File: src/rtl/demux64x1_4_buf_if.sv
// ----------------------------------------------------------------------------
// demux64x1_4_buf_if
//   Bundle for the 1-to-4 registered demultiplexer: one valid/ready input
//   stream carrying a 2-bit lane select, and four valid/ready output lanes.
//   Signals
//     in_valid/in_ready/in_sel/in_data : producer -> block
//     out_valid[3:0]/out_ready[3:0]    : per-lane output handshake
//     out_data0..out_data3             : head word of each lane (0 if empty)
//     lane_count                       : per-lane occupancy, lane k at slice k
//   Modports
//     master : producer/consumer side (testbench or surrounding logic)
//     slave  : the demux itself
// ----------------------------------------------------------------------------
interface demux64x1_4_buf_if #(
   parameter int WIDTH = 64,
   parameter int DEPTH = 2
);
   localparam int CW = $clog2(DEPTH) + 1;

   logic                  in_valid;
   logic                  in_ready;
   logic [1:0]            in_sel;
   logic [WIDTH-1:0]      in_data;
   logic [3:0]            out_valid;
   logic [3:0]            out_ready;
   logic [WIDTH-1:0]      out_data0;
   logic [WIDTH-1:0]      out_data1;
   logic [WIDTH-1:0]      out_data2;
   logic [WIDTH-1:0]      out_data3;
   logic [4*CW-1:0]       lane_count;

   modport master (
      output in_valid, in_sel, in_data, out_ready,
      input  in_ready, out_valid, out_data0, out_data1, out_data2, out_data3,
             lane_count
   );

   modport slave (
      input  in_valid, in_sel, in_data, out_ready,
      output in_ready, out_valid, out_data0, out_data1, out_data2, out_data3,
             lane_count
   );
endinterface

File: src/rtl/demux64x1_4_buf.sv
// ----------------------------------------------------------------------------
// demux64x1_4_buf
//   Registered 1-to-4 demultiplexer. Each accepted input word is written to
//   the tail of the small FIFO selected by in_sel; four independent output
//   lanes drain their FIFOs with their own valid/ready handshakes.
//   Ports
//     clk_i   : rising-edge clock
//     reset_i : synchronous active-high reset (clears all lanes)
//     bus     : demux64x1_4_buf_if.slave (input stream + four output lanes)
// ----------------------------------------------------------------------------

// Per-lane FIFO. Occupancy state (EMPTY/PARTIAL/FULL) is derived from the
// count, so there is no separate state register to keep consistent.
module demux64x1_4_buf_lane #(
   parameter int WIDTH = 64,
   parameter int DEPTH = 2,
   parameter int CW    = $clog2(DEPTH) + 1
) (
   input  logic             clk_i,
   input  logic             reset_i,
   input  logic             push_i,
   input  logic             pop_i,
   input  logic [WIDTH-1:0] data_i,
   output logic [WIDTH-1:0] data_o,
   output logic             valid_o,
   output logic             full_o,
   output logic [CW-1:0]    count_o
);
   localparam int PW = $clog2(DEPTH);
   localparam logic [CW-1:0] CNT_ONE  = CW'(1);
   localparam logic [CW-1:0] CNT_FULL = CW'(DEPTH);
   localparam logic [PW-1:0] PTR_ONE  = PW'(1);

   localparam logic [1:0] ST_EMPTY   = 2'd0;
   localparam logic [1:0] ST_PARTIAL = 2'd1;
   localparam logic [1:0] ST_FULL    = 2'd2;

   logic [WIDTH-1:0] mem_q [DEPTH];
   logic [PW-1:0]    head_q, head_d;
   logic [PW-1:0]    tail_q, tail_d;
   logic [CW-1:0]    count_q, count_d;
   logic [1:0]       state;

   always_comb begin
      if (count_q == '0)            state = ST_EMPTY;
      else if (count_q == CNT_FULL) state = ST_FULL;
      else                          state = ST_PARTIAL;
   end

   assign valid_o = (state != ST_EMPTY);
   assign full_o  = (state == ST_FULL);
   assign count_o = count_q;
   // Head word is masked so an empty lane presents zero, not stale storage.
   assign data_o  = valid_o ? mem_q[head_q] : '0;

   // Pointers are PW bits wide; DEPTH is a power of two so overflow wraps.
   always_comb begin
      head_d  = head_q;
      tail_d  = tail_q;
      count_d = count_q;
      if (push_i) tail_d = tail_q + PTR_ONE;
      if (pop_i)  head_d = head_q + PTR_ONE;
      if (push_i && !pop_i)      count_d = count_q + CNT_ONE;
      else if (pop_i && !push_i) count_d = count_q - CNT_ONE;
   end

   always_ff @(posedge clk_i) begin
      if (reset_i) begin
         head_q  <= '0;
         tail_q  <= '0;
         count_q <= '0;
      end else begin
         head_q  <= head_d;
         tail_q  <= tail_d;
         count_q <= count_d;
      end
   end

   // Storage needs no reset: reads are masked by valid_o.
   always_ff @(posedge clk_i) begin
      if (push_i) mem_q[tail_q] <= data_i;
   end
endmodule

module demux64x1_4_buf #(
   parameter int WIDTH = 64,
   parameter int DEPTH = 2
) (
   input  logic                clk_i,
   input  logic                reset_i,
   demux64x1_4_buf_if.slave    bus
);
   localparam int CW = $clog2(DEPTH) + 1;

   logic [3:0]             push;
   logic [3:0]             pop;
   logic [3:0]             full;
   logic [3:0]             valid;
   logic [3:0][WIDTH-1:0]  head_data;
   logic [3:0][CW-1:0]     count;
   logic                   in_ready;

   // Only the selected lane's fullness gates the input; out_ready is not
   // consulted, so there is no combinational input-to-output path and a
   // full lane refuses a push even in a cycle where it pops.
   assign in_ready = !reset_i && !full[bus.in_sel];

   for (genvar k = 0; k < 4; k++) begin : g_lane
      assign push[k] = bus.in_valid && in_ready && (bus.in_sel == 2'(k));
      assign pop[k]  = valid[k] && bus.out_ready[k];

      demux64x1_4_buf_lane #(.WIDTH(WIDTH), .DEPTH(DEPTH), .CW(CW)) u_lane (
         .clk_i   (clk_i),
         .reset_i (reset_i),
         .push_i  (push[k]),
         .pop_i   (pop[k]),
         .data_i  (bus.in_data),
         .data_o  (head_data[k]),
         .valid_o (valid[k]),
         .full_o  (full[k]),
         .count_o (count[k])
      );
   end

   assign bus.in_ready   = in_ready;
   assign bus.out_valid  = valid;
   assign bus.out_data0  = head_data[0];
   assign bus.out_data1  = head_data[1];
   assign bus.out_data2  = head_data[2];
   assign bus.out_data3  = head_data[3];
   assign bus.lane_count = count;
endmodule

File: src/flat_wrapper.sv
// flat-port wrapper written by rule: the top's interface ports become plain ports
module demux64x1_4_buf_flat 
#(
   parameter int WIDTH = 64,
   parameter int DEPTH = 2
)
  (clk_i, reset_i, bus_in_valid, bus_in_sel, bus_in_data, bus_out_ready, bus_in_ready, bus_out_valid, bus_out_data0, bus_out_data1, bus_out_data2, bus_out_data3, bus_lane_count);
  demux64x1_4_buf_if #(.WIDTH(WIDTH), .DEPTH(DEPTH)) bus_i ();
  input  logic clk_i;
  input  logic reset_i;
  input wire logic [$bits(bus_i.in_valid)-1:0] bus_in_valid;
  input wire logic [$bits(bus_i.in_sel)-1:0] bus_in_sel;
  input wire logic [$bits(bus_i.in_data)-1:0] bus_in_data;
  input wire logic [$bits(bus_i.out_ready)-1:0] bus_out_ready;
  output wire logic [$bits(bus_i.in_ready)-1:0] bus_in_ready;
  output wire logic [$bits(bus_i.out_valid)-1:0] bus_out_valid;
  output wire logic [$bits(bus_i.out_data0)-1:0] bus_out_data0;
  output wire logic [$bits(bus_i.out_data1)-1:0] bus_out_data1;
  output wire logic [$bits(bus_i.out_data2)-1:0] bus_out_data2;
  output wire logic [$bits(bus_i.out_data3)-1:0] bus_out_data3;
  output wire logic [$bits(bus_i.lane_count)-1:0] bus_lane_count;
  assign bus_i.in_valid = bus_in_valid;
  assign bus_i.in_sel = bus_in_sel;
  assign bus_i.in_data = bus_in_data;
  assign bus_i.out_ready = bus_out_ready;
  assign bus_in_ready = bus_i.in_ready;
  assign bus_out_valid = bus_i.out_valid;
  assign bus_out_data0 = bus_i.out_data0;
  assign bus_out_data1 = bus_i.out_data1;
  assign bus_out_data2 = bus_i.out_data2;
  assign bus_out_data3 = bus_i.out_data3;
  assign bus_lane_count = bus_i.lane_count;
  demux64x1_4_buf #(.WIDTH(WIDTH), .DEPTH(DEPTH)) u_core (.clk_i(clk_i), .reset_i(reset_i), .bus(bus_i));
endmodule
File: config.mk
export PLATFORM = sky130hd
export DESIGN_NAME = demux64x1_4_buf_flat
export DESIGN_NICKNAME = d
export VERILOG_FILES = /design/src/rtl/demux64x1_4_buf_if.sv /design/src/rtl/demux64x1_4_buf.sv /design/src/flat_wrapper.sv
export SDC_FILE = /design/constraint.sdc
export NUM_CORES = 1
export LEC_CHECK = 0
export BUFFER_PORTS_ARGS = -buffer_cell sky130_fd_sc_hd__buf_4
export CAP_MARGIN = 20
export CORE_AREA = 2 2 199 348
export CTS_CLUSTER_DIAMETER = 80
export DETAILED_ROUTE_END_ITERATION = 10
export DIE_AREA = 0 0 201 350
export SLEW_MARGIN = 20
export SYNTH_ARGS = -nofsm -noshare
export SYNTH_HDL_FRONTEND = slang
export SYNTH_SLANG_ARGS = --single-unit
File: constraint.sdc
create_clock -name clk_i -period 7.4 [get_ports clk_i]
set_input_delay 0.37 -clock clk_i [delete_from_list [all_inputs] [get_ports clk_i]]
set_output_delay 0.37 -clock clk_i [all_outputs]
set_load 0.005 [all_outputs]
Yosys cells after proc, flatten, opt, wreduce, memory -nomap -nowiden:

Memory sizes are Yosys's and may differ from the RTL's. A register that Yosys moved wholly into a read port is not among the register bits.
Index checks and enable logic that the tools add are counted.

* word-level logic and storage cells: 123
* memories: 4
* output and inout port bits: 269
* bits in registers: 16
* memory bits (writable): 512

Memory list
* u_core.g_lane[0].u_lane.mem_q: words 2, bits a word 64, rd ports 1, clocked after memory_dff 1, write ports 1, line demux64x1_4_buf.sv:38 `logic [WIDTH-1:0] mem_q [DEPTH];`
* u_core.g_lane[1].u_lane.mem_q: words 2, bits a word 64, rd ports 1, clocked after memory_dff 1, write ports 1, line demux64x1_4_buf.sv:38
* u_core.g_lane[2].u_lane.mem_q: words 2, bits a word 64, rd ports 1, clocked after memory_dff 1, write ports 1, line demux64x1_4_buf.sv:38
* u_core.g_lane[3].u_lane.mem_q: words 2, bits a word 64, rd ports 1, clocked after memory_dff 1, write ports 1, line demux64x1_4_buf.sv:38

* add/subtract/negate cells: 16
* $lt $le $gt $ge: 1
* equality and inequality tests: 11
* muxes and demuxes: 38
* reductions and logical operators: 41

Operators with widths (number)
* $mux W64: 4
* $mux W2: 16
* $eq A2 B2 Y1 const B: 10
* $logic_and A1 B1 Y1: 18
* $mux W1: 17
* $reduce_bool A2 Y1: 8
* $logic_not A1 Y1: 10
* $logic_not A2 Y1: 5
* $add A1 B1 Y1 const B: 8
* $add A2 B1 Y2 const B: 4
* $sub A2 B1 Y2 const B: 4
* $lt A2 B3 Y1 const B: 1
* $bmux W1 S2: 1
* $eq A2 B1 Y1 const B: 1

Logic depth before layout (Yosys ltp):

Gate-level depths: netlist of the first run.

* depth in word-level cells: 14
* gate-level depth with buffers: 7
* depth with buffers taken out: 7

Hierarchy:

Synthesis of the first run repeated with hierarchy kept, for this count alone.

* cells, all modules: 1184
* area total of the unflattened synthesis: 20271.9 um2

By module, submodules not included
* demux64x1_4_buf_lane: cells an instance 293, times used 4, area each 5044.8 um2
* demux64x1_4_buf: cells an instance 12, times used 1, area each 92.6 um2

Least setup slack after synthesis of the first run:

Ideal clock, no wire load.

* kind: register to register
* start: reg u_core.g_lane[2].u_lane.count_q[0]
* end: mem u_core.g_lane[2].u_lane.mem_q[0][0] (enable)
* setup slack: 1705 ps
* arrival: 5130 ps
* stages on the path, launching flop included: 4
* period minus slack after synthesis: 5695 ps
* data required time: 6836 ps
* cell sequence: dfxtp_1 > nand4bb_1 > nand4b_1 > nor3_1

* cells in the longest elaborated chain, start to end: 12

RTL lines
* start: declaration: line demux64x1_4_buf.sv:41 `logic [CW-1:0] count_q, count_d;`
* start signal: assignment: line demux64x1_4_buf.sv:75 `count_q <= count_d;`
* $eq A2 B2 Y1: line demux64x1_4_buf.sv:46 `else if (count_q == CNT_FULL) state = ST_FULL;`
* $mux W2: line demux64x1_4_buf.sv:46
* $mux W2 *: line demux64x1_4_buf.sv:45 `if (count_q == '0) state = ST_EMPTY;`
* $eq A2 B2 Y1 *: line demux64x1_4_buf.sv:51 `assign full_o = (state == ST_FULL);`
* $bmux W1 S2 *: line demux64x1_4_buf.sv:106 `assign in_ready = !reset_i && !full[bus.in_sel];`
* $mux W1 (not written as such) *: line demux64x1_4_buf.sv:106
* $logic_not A1 Y1 *: line demux64x1_4_buf.sv:106
* $logic_and A1 B1 Y1 *: line demux64x1_4_buf.sv:106
* $logic_and A1 B1 Y1 * (2 in a row): line demux64x1_4_buf.sv:109 `assign push[k] = bus.in_valid && in_ready && (bus.in_sel == 2'(k));`
* $mux W1 *: line demux64x1_4_buf.sv:81 `if (push_i) mem_q[tail_q] <= data_i;`
* $mux W1 (not written as such) *: line demux64x1_4_buf.sv:81
* end: declaration: line demux64x1_4_buf.sv:38

Every way passes the cells marked *; elsewhere a longest branch is shown, timed or not. The select of a mux whose other input is x is not followed.

==> results.yml, run 1 <==
floorplanning:
  row_count: 126
  die_width_microns: 201
  coreArea_sq_um: 67320
  initial_core_util_pct: 29.93
  io_pins: 342
  fp.dieH_microns: 350
  dieArea_sq_um: 70350
layout:
  syn_to_final_growth_pct: 27.88
  nNetsFinal: 1663
  drive_gt1_share_pct: 27.48
  antennaDiodeCount: 0
  final_cells: 2519
global_route:
  grt_pass1_vias: 11729
  antenna_found_initial: 0
  gr-total-overflow: 0
  grt_pass1_wl_microns: 76790
  grt_usage_pct: 14.89
  grt_max_degree: 66
placement:
  dp_hpwl_microns: 34380
  dp_cells: 2386
  gp_congestion: 0.7614
  io_buffers: 341
power:
  leakage_nw: 8.901
  power.density_nw_per_um2: 332.4
  vdd_drop_max_v: 0.0004558
clock_tree:
  ctsLongestPathBuffers: 3
  postCtsSetupBuffers: 0
  clk_pin_slew_ns: 0.06
  htreeDepth: 2
  cts_buffers: 48
  cts_tree: "built"
  cts_resized: 0
  root_buffer: "clkbuf_16"
  clock-sinks: 532
  clkLatencyLatePin_ns: 0.58
critical_path:
  cpPeakStageDelay_ns: 0.85
  critPathTopFamily: "flip-flops"
  critical_path_buf_inv_count: 2
  end_kind: "primary output"
  crit_path_cell_trace: "buf_4, mux2i_1, nor2_1, buf_4"
  critPathRequiredTime_ns: 7.03
  critPathLaunchType: "register"
  cpMostUsedCell: "buf_4"
  crit_fanout: 35
  r2r_setup_slack_ns: 4.59
  crit_slowest_cell: "dfxtp_4"
  critPathArrivalTime_ns: 2.77
  reg2reg_depth: 7
  worst-setup-path-type: "register to primary output"
  r2r_start: "u_core.g_lane[3].u_lane.count_o[0]"
  regToRegEndpoint: "u_core.g_lane[3].u_lane.count_o[1]"
synthesis:
  synth_area_leaders: "edfxtp_1 (76%), mux2i_1 (13%), nor2_1 (5.2%)"
  muxShareOfSynthArea_pct: 12.72
  synth_xor_area_share_pct: 0.6521
  postSynthAreaPerCell_sq_um: 16.89
  synth.most_common_cell: "edfxtp_1"
  synth_commonest_cells: "edfxtp_1 (512), nor2_1 (279), mux2i_1 (256)"
  async_flop_share_pct: 0
  netlist_area_sq_um: 20150
  yosysWarnings: 0
  syn-num-nets: 1270
  yosysTopAreaCell: "edfxtp_1"
  synthSimpleGateAreaFrac_pct: 6.173
  synth_cells: 1193
  synth-edff-count: 512
  synthAdderAreaFrac_pct: 0.2484
  synth.distinct_cells: 27
  synth_top_area_share_pct: 76.31
  yosys_most_used_dff: "edfxtp_1"
  synth_top_family_by_area: "multiplexers"
  synth_compound_area_share_pct: 0.4099
  synth_seq_area_share_pct: 78.30
  ys_ff_latch: 532
sta:
  relSlewSlack_pct: 28.39
  fin_skew_ns: 0.01387
  rsz0062_at_grt: "no"
  tns_ns: 0
  min_period_over_period_pct: 42.39
  drv_slew: 0
  fmaxAchievable_mhz: 318.8
  layout_min_cycle_time_ns: 3.137
  hold_viol: 0
  setup_viol_count_final: 0
  tightestPinTransition_ns: 1.074
route:
  wl_met3_microns: 2601
  wl_met2_microns: 29110
  wl_per_cell_microns: 21.22
  wl_met1_microns: 20140
  vias_per_cell: 4.466
  drcViolationCount: 0
  vias: 11251
  postRouteAntennaNets: 0
  wl_microns: 53450
  drt-initial-drc-count: 529
  top_layer: "met4"
  dr.pass1.iters: 5
run:
  maxCapViolCount: 0
min_path:
  hold_class: "input port to register"
  hold_path_end: "u_core.g_lane[2].u_lane.mem_q[1][5]"
  hold_path.startpoint: "bus_in_data[5]"
  hold_depth: 1
outcome:
  outcome: "completed"
==> stage by stage <==
step	util [%]	worst slack [ns]	total power, mW	hold WS, ns	area, sq um
after floorplan	-	1.705	4.736	0.4689	20150
after global placement	35.26	4.480	6.230	0.4912	23740
after detailed placement	35.31	4.539	6.244	0.4911	23770
after CTS	38.27	4.084	8.738	0.002841	25760
after global routing	38.28	4.034	8.970	0.01092	25770
final	38.28	4.263	8.564	0.03421	25770
==> final cells by class <==
type / count / area, sq um
sequential: 532 / 15790
clock inverter: 29 / 275.3
multi-input combinational: 595 / 4125
tap: 896 / 1121
clock buffer: 58 / 1260
inverter: 4 / 15.01
fill: 6258 / 41550
timing repair buffer: 405 / 3179
==> cell families after synthesis <==
group | count (synthesis)
flops | 532
compound gates | 12
xor+xnor | 15
simple gates | 308
fa+ha+maj | 4
mux | 256
buf+inv | 66
==> what timing repair did <==
action                                  CTS  global route
hold endpoints to repair                331             0
endpoints found under the setup margin    0             0
hold buffers                             46             0
==> worst max-delay path by stage <==
stage                                                endpoint  slack, ns  cells past startpoint
final                                       bus_out_data0[30]       4.26                      4
after detailed placement   u_core.g_lane[3].u_lane.count_o[1]       4.54                      7
after floorplan           u_core.g_lane[2].u_lane.mem_q[0][0]       1.71                      3
after CTS                                   bus_out_data0[30]       4.08                      4
after global routing                        bus_out_data0[30]       4.03                      4
after global placement     u_core.g_lane[1].u_lane.count_o[1]       4.48                      7
==> placed cells by master, fill, tap and decap left out, types with 4 or more instances in the layout <==
cell type / count
ha_1: 4
nor3_2: 4
buf_4: 357
dlygate4sd3_1: 46
clkinv_2: 7
nand2b_1: 4
inv_1: 4
edfxtp_1: 512
nor2_1: 275
dfxtp_1: 16
clkinv_1: 11
a21oi_1: 4
xor2_1: 14
nor2_4: 4
nand2_1: 5
clkbuf_1: 9
dfxtp_4: 4
o21ai_0: 5
or3_1: 4
clkbuf_16: 49
and2_4: 4
bufinv_16: 5
mux2i_1: 256
==> worst register-to-register path: cells and delay by family (launching register included) <==
family / cells / cell delay (ns)
AO/OA/AOI/OAI: 1 / 0.16
buffers and inverters: 2 / 0.68
AND/OR/NAND/NOR: 3 / 1.24
adder cells (fa/ha/maj): 1 / 0.27
flip-flops: 1 / 0.40
==> power breakdown <==
part | total, mW | switching, mW | internal (mW)
registers | 3.58 | 0.190 | 3.39
logic | 2.52 | 1.36 | 1.16
clock network | 2.46 | 1.07 | 1.39
==> flip-flops by register name (all words and copies together), names as in the netlist, named ones only <==
name	flops
u_core.g_lane.u_lane.mem_q	512
u_core.g_lane.u_lane.count_o	8
u_core.g_lane.u_lane.head_q	4
u_core.g_lane.u_lane.tail_q	4
==> per-layer routing <==
| layer | vias up | global-route usage [%] |
|---|---|---|
| met4 | 0 | 5.518 |
| met2 | 343 | 28.23 |
| met5 | - | 0 |
| li1 | 5176 | - |
| met3 | 65 | 2.785 |
| met1 | 5667 | 16.39 |
No activity file was read; power rests on OpenSTA's default activity.
==> inputs of run 2 (changes only) <==
==> constraint.sdc (replaced) <==
create_clock -name clk_i -period 3.2 [get_ports clk_i]
set_input_delay 0.16 -clock clk_i [delete_from_list [all_inputs] [get_ports clk_i]]
set_output_delay 0.16 -clock clk_i [all_outputs]
set_load 0.005 [all_outputs]
==> run 2 against run 1 <==
Via count rose by 0.99%; combinational power rose by 140%; total power rose by 140%; worst setup slack got worse by 3.6 ns; register-to-register slack got worse by 3.8 ns; utilization rose by 0.75 points; first-iteration DRC count rose by 7.0%; sequential share of layout area fell by 1.2 points; sequential cell count did not move.
==> results.yml, run 2 (synthesized netlist as in run 1, its figures left out) <==
outcome:
  outcome: "completed"
layout:
  finalInstanceArea_sq_um: 26270
  largest_reg_flops: 512
  nNetsFinal: 1694
  max_flop_register: "u_core.g_lane.u_lane.mem_q"
  final_cells: 2549
  fillers: 6267
  final_common_cell: "edfxtp_1"
  syn_to_final_growth_pct: 30.39
  drive_gt1_share_pct: 27.60
  final_cell_mix: "edfxtp_1 (512), buf_4 (358), nor2_1 (275)"
power:
  power_frac_comb_pct: 29.5
  clkPwrFrac_pct: 29.8
  intPower_mw: 14.11
  vdd_drop_max_v: 0.001316
  power.density_nw_per_um2: 771.1
  swShare_pct: 30.35
  switchingPower_mw: 6.147
  seqPwrFrac_pct: 40.7
  leakage_nw: 9.098
  total_power_mw: 20.26
global_route:
  antenna_found_initial: 1
  grt_max_degree: 65
  grt_pass1_wl_microns: 76910
  grt_usage_pct: 14.88
  grt_pass1_vias: 11871
  gr-total-overflow: 0
clock_tree:
  cts_resized: 0
  clk_pin_slew_ns: 0.06
  root_buffer: "clkbuf_16"
  ctsLongestPathBuffers: 3
  cts_tree: "built"
  clkLatencyLatePin_ns: 0.60
  htreeDepth: 2
  postCtsSetupBuffers: 0
  clock-sinks: 532
  cts_buffers: 49
critical_path:
  worst-setup-path-type: "register to primary output"
  critical_path_buf_inv_count: 2
  critPathArrivalTime_ns: 2.35
  end_kind: "primary output"
  cpPeakStageDelay_ns: 0.81
  r2r_setup_slack_ns: 0.78
  crit_fanout: 33
  crit_path_cell_trace: "buf_12, mux2i_1, nor2_1, buf_4"
  critPathLaunchType: "register"
  r2r_start: "u_core.g_lane[2].u_lane.count_o[0]"
  crit_slowest_cell: "dfxtp_4"
  regToRegEndpoint: "u_core.g_lane[2].u_lane.mem_q[1][42]"
  reg2reg_depth: 5
  critPathTopFamily: "flip-flops"
  critPathRequiredTime_ns: 3.04
floorplanning:
  fp.dieH_microns: 350
  dieArea_sq_um: 70350
  die_width_microns: 201
  io_pins: 342
  coreArea_sq_um: 67320
  row_count: 126
  initial_core_util_pct: 29.93
sta:
  layout_min_cycle_time_ns: 2.514
  tightestPinTransition_ns: 0.9387
  hold_viol: 0
  rsz0062_at_grt: "no"
  tns_ns: 0
  relSlewSlack_pct: 37.42
  fin_skew_ns: 0.02037
  setup_viol_count_final: 0
  layout_setup_ws_ns: 0.6861
  min_period_over_period_pct: 78.56
  fmaxAchievable_mhz: 397.8
  drv_slew: 0
placement:
  dp_cells: 2393
  placed_area_sq_um: 23930
  gp_congestion: 0.7775
  dp_hpwl_microns: 34510
  pre_cts_ws_ns: 0.7905
  io_buffers: 341
min_path:
  hold_class: "input port to register"
  hold_path.startpoint: "bus_out_ready[3]"
  hold_depth: 4
  hold_path_end: "u_core.g_lane[3].u_lane.head_q"
route:
  vias: 11362
  wl_per_cell_microns: 20.92
  postRouteAntennaNets: 0
  vias_per_cell: 4.457
  wl_microns: 53330
  drt-initial-drc-count: 566
  drcViolationCount: 0
  dr.pass1.iters: 4
run:
  maxCapViolCount: 0
-- run 2: cell types whose count changed in the layout (fill, tap and decap cells not counted), moves of 3 or more --
cell | before | now
nor3_2 | 4 | 1
clkinv_2 | 7 | 1
nor3_4 | 0 | 3
dfxtp_1 | 16 | 12
bufinv_16 | 5 | 8
dlygate4sd3_1 | 46 | 69
dfxtp_2 | 0 | 4
buf_12 | 0 | 8
-- run 2: worst reg2reg max path: stages, from the launching register on --
cell and delay [ns]:
dfxtp_2 0.40, nand4bb_1 0.21, nand4b_1 0.25, nor2_1 0.24, and2_4 0.60, buf_4 0.39
-- run 2: power by group through the flow --
stage,registers (mW),logic [mW],clock network (mW)
final,8.25,5.97,6.04
after detailed placement,8.41,6.06,0
after global routing,8.29,6.44,6.45
after CTS,8.26,6.15,6.21
after floorplan,8.08,2.88,0
after global placement,8.39,6.03,0
-- run 2: stage by stage --
stage               hold WS, ns  utilization (%)
global placement         0.3954            35.55
finish                  0.02361            39.02
detailed placement       0.4064            35.55
global route            0.03905            39.02
floorplan                0.2589                -
CTS                     0.01238            39.02
-- run 2: final cells by class --
type                    count  area [sq um]  area share (%)
inverters                   4         15.01         0.05715
well taps                 896          1121           4.267
clock inverters            29         371.6           1.415
multi-input cells         595          4149           15.79
clock buffers              57          1277           4.863
flip-flops and latches    532         15800           60.13
diodes                      1         2.502        0.009526
repair buffers            435          3538           13.47
-- run 2: how the worst max path moves through the flow --
stage                                             startpoint                                   end  slack (ns)  cells after the start
after floorplan           u_core.g_lane[2].u_lane.count_o[0]   u_core.g_lane[0].u_lane.mem_q[0][0]       -0.02                      3
after global placement    u_core.g_lane[2].u_lane.count_o[0]  u_core.g_lane[2].u_lane.mem_q[1][12]        0.81                      5
after detailed placement  u_core.g_lane[2].u_lane.count_o[0]  u_core.g_lane[2].u_lane.mem_q[1][46]        0.79                      5
after CTS                                           register                      bus_out_data0[6]        0.61                      4
after global routing                                register                     bus_out_data0[33]        0.54                      4
final                                               register                     bus_out_data0[33]        0.69                      4
-- run 2: timing repair --
action	CTS	global route
hold buffers	69	0
endpoints found under the setup margin	0	0
hold endpoints to repair	532	0
-- run 2: routing by layer --
metal | wire length [microns] | track usage (%) | up-vias
li1 | - | - | 5250
met4 | 1973 | 6.092 | 0
met3 | 2692 | 3.138 | 86
met1 | 19640 | 15.79 | 5719
met2 | 29020 | 28.37 | 307
met5 | 0 | 0 | -
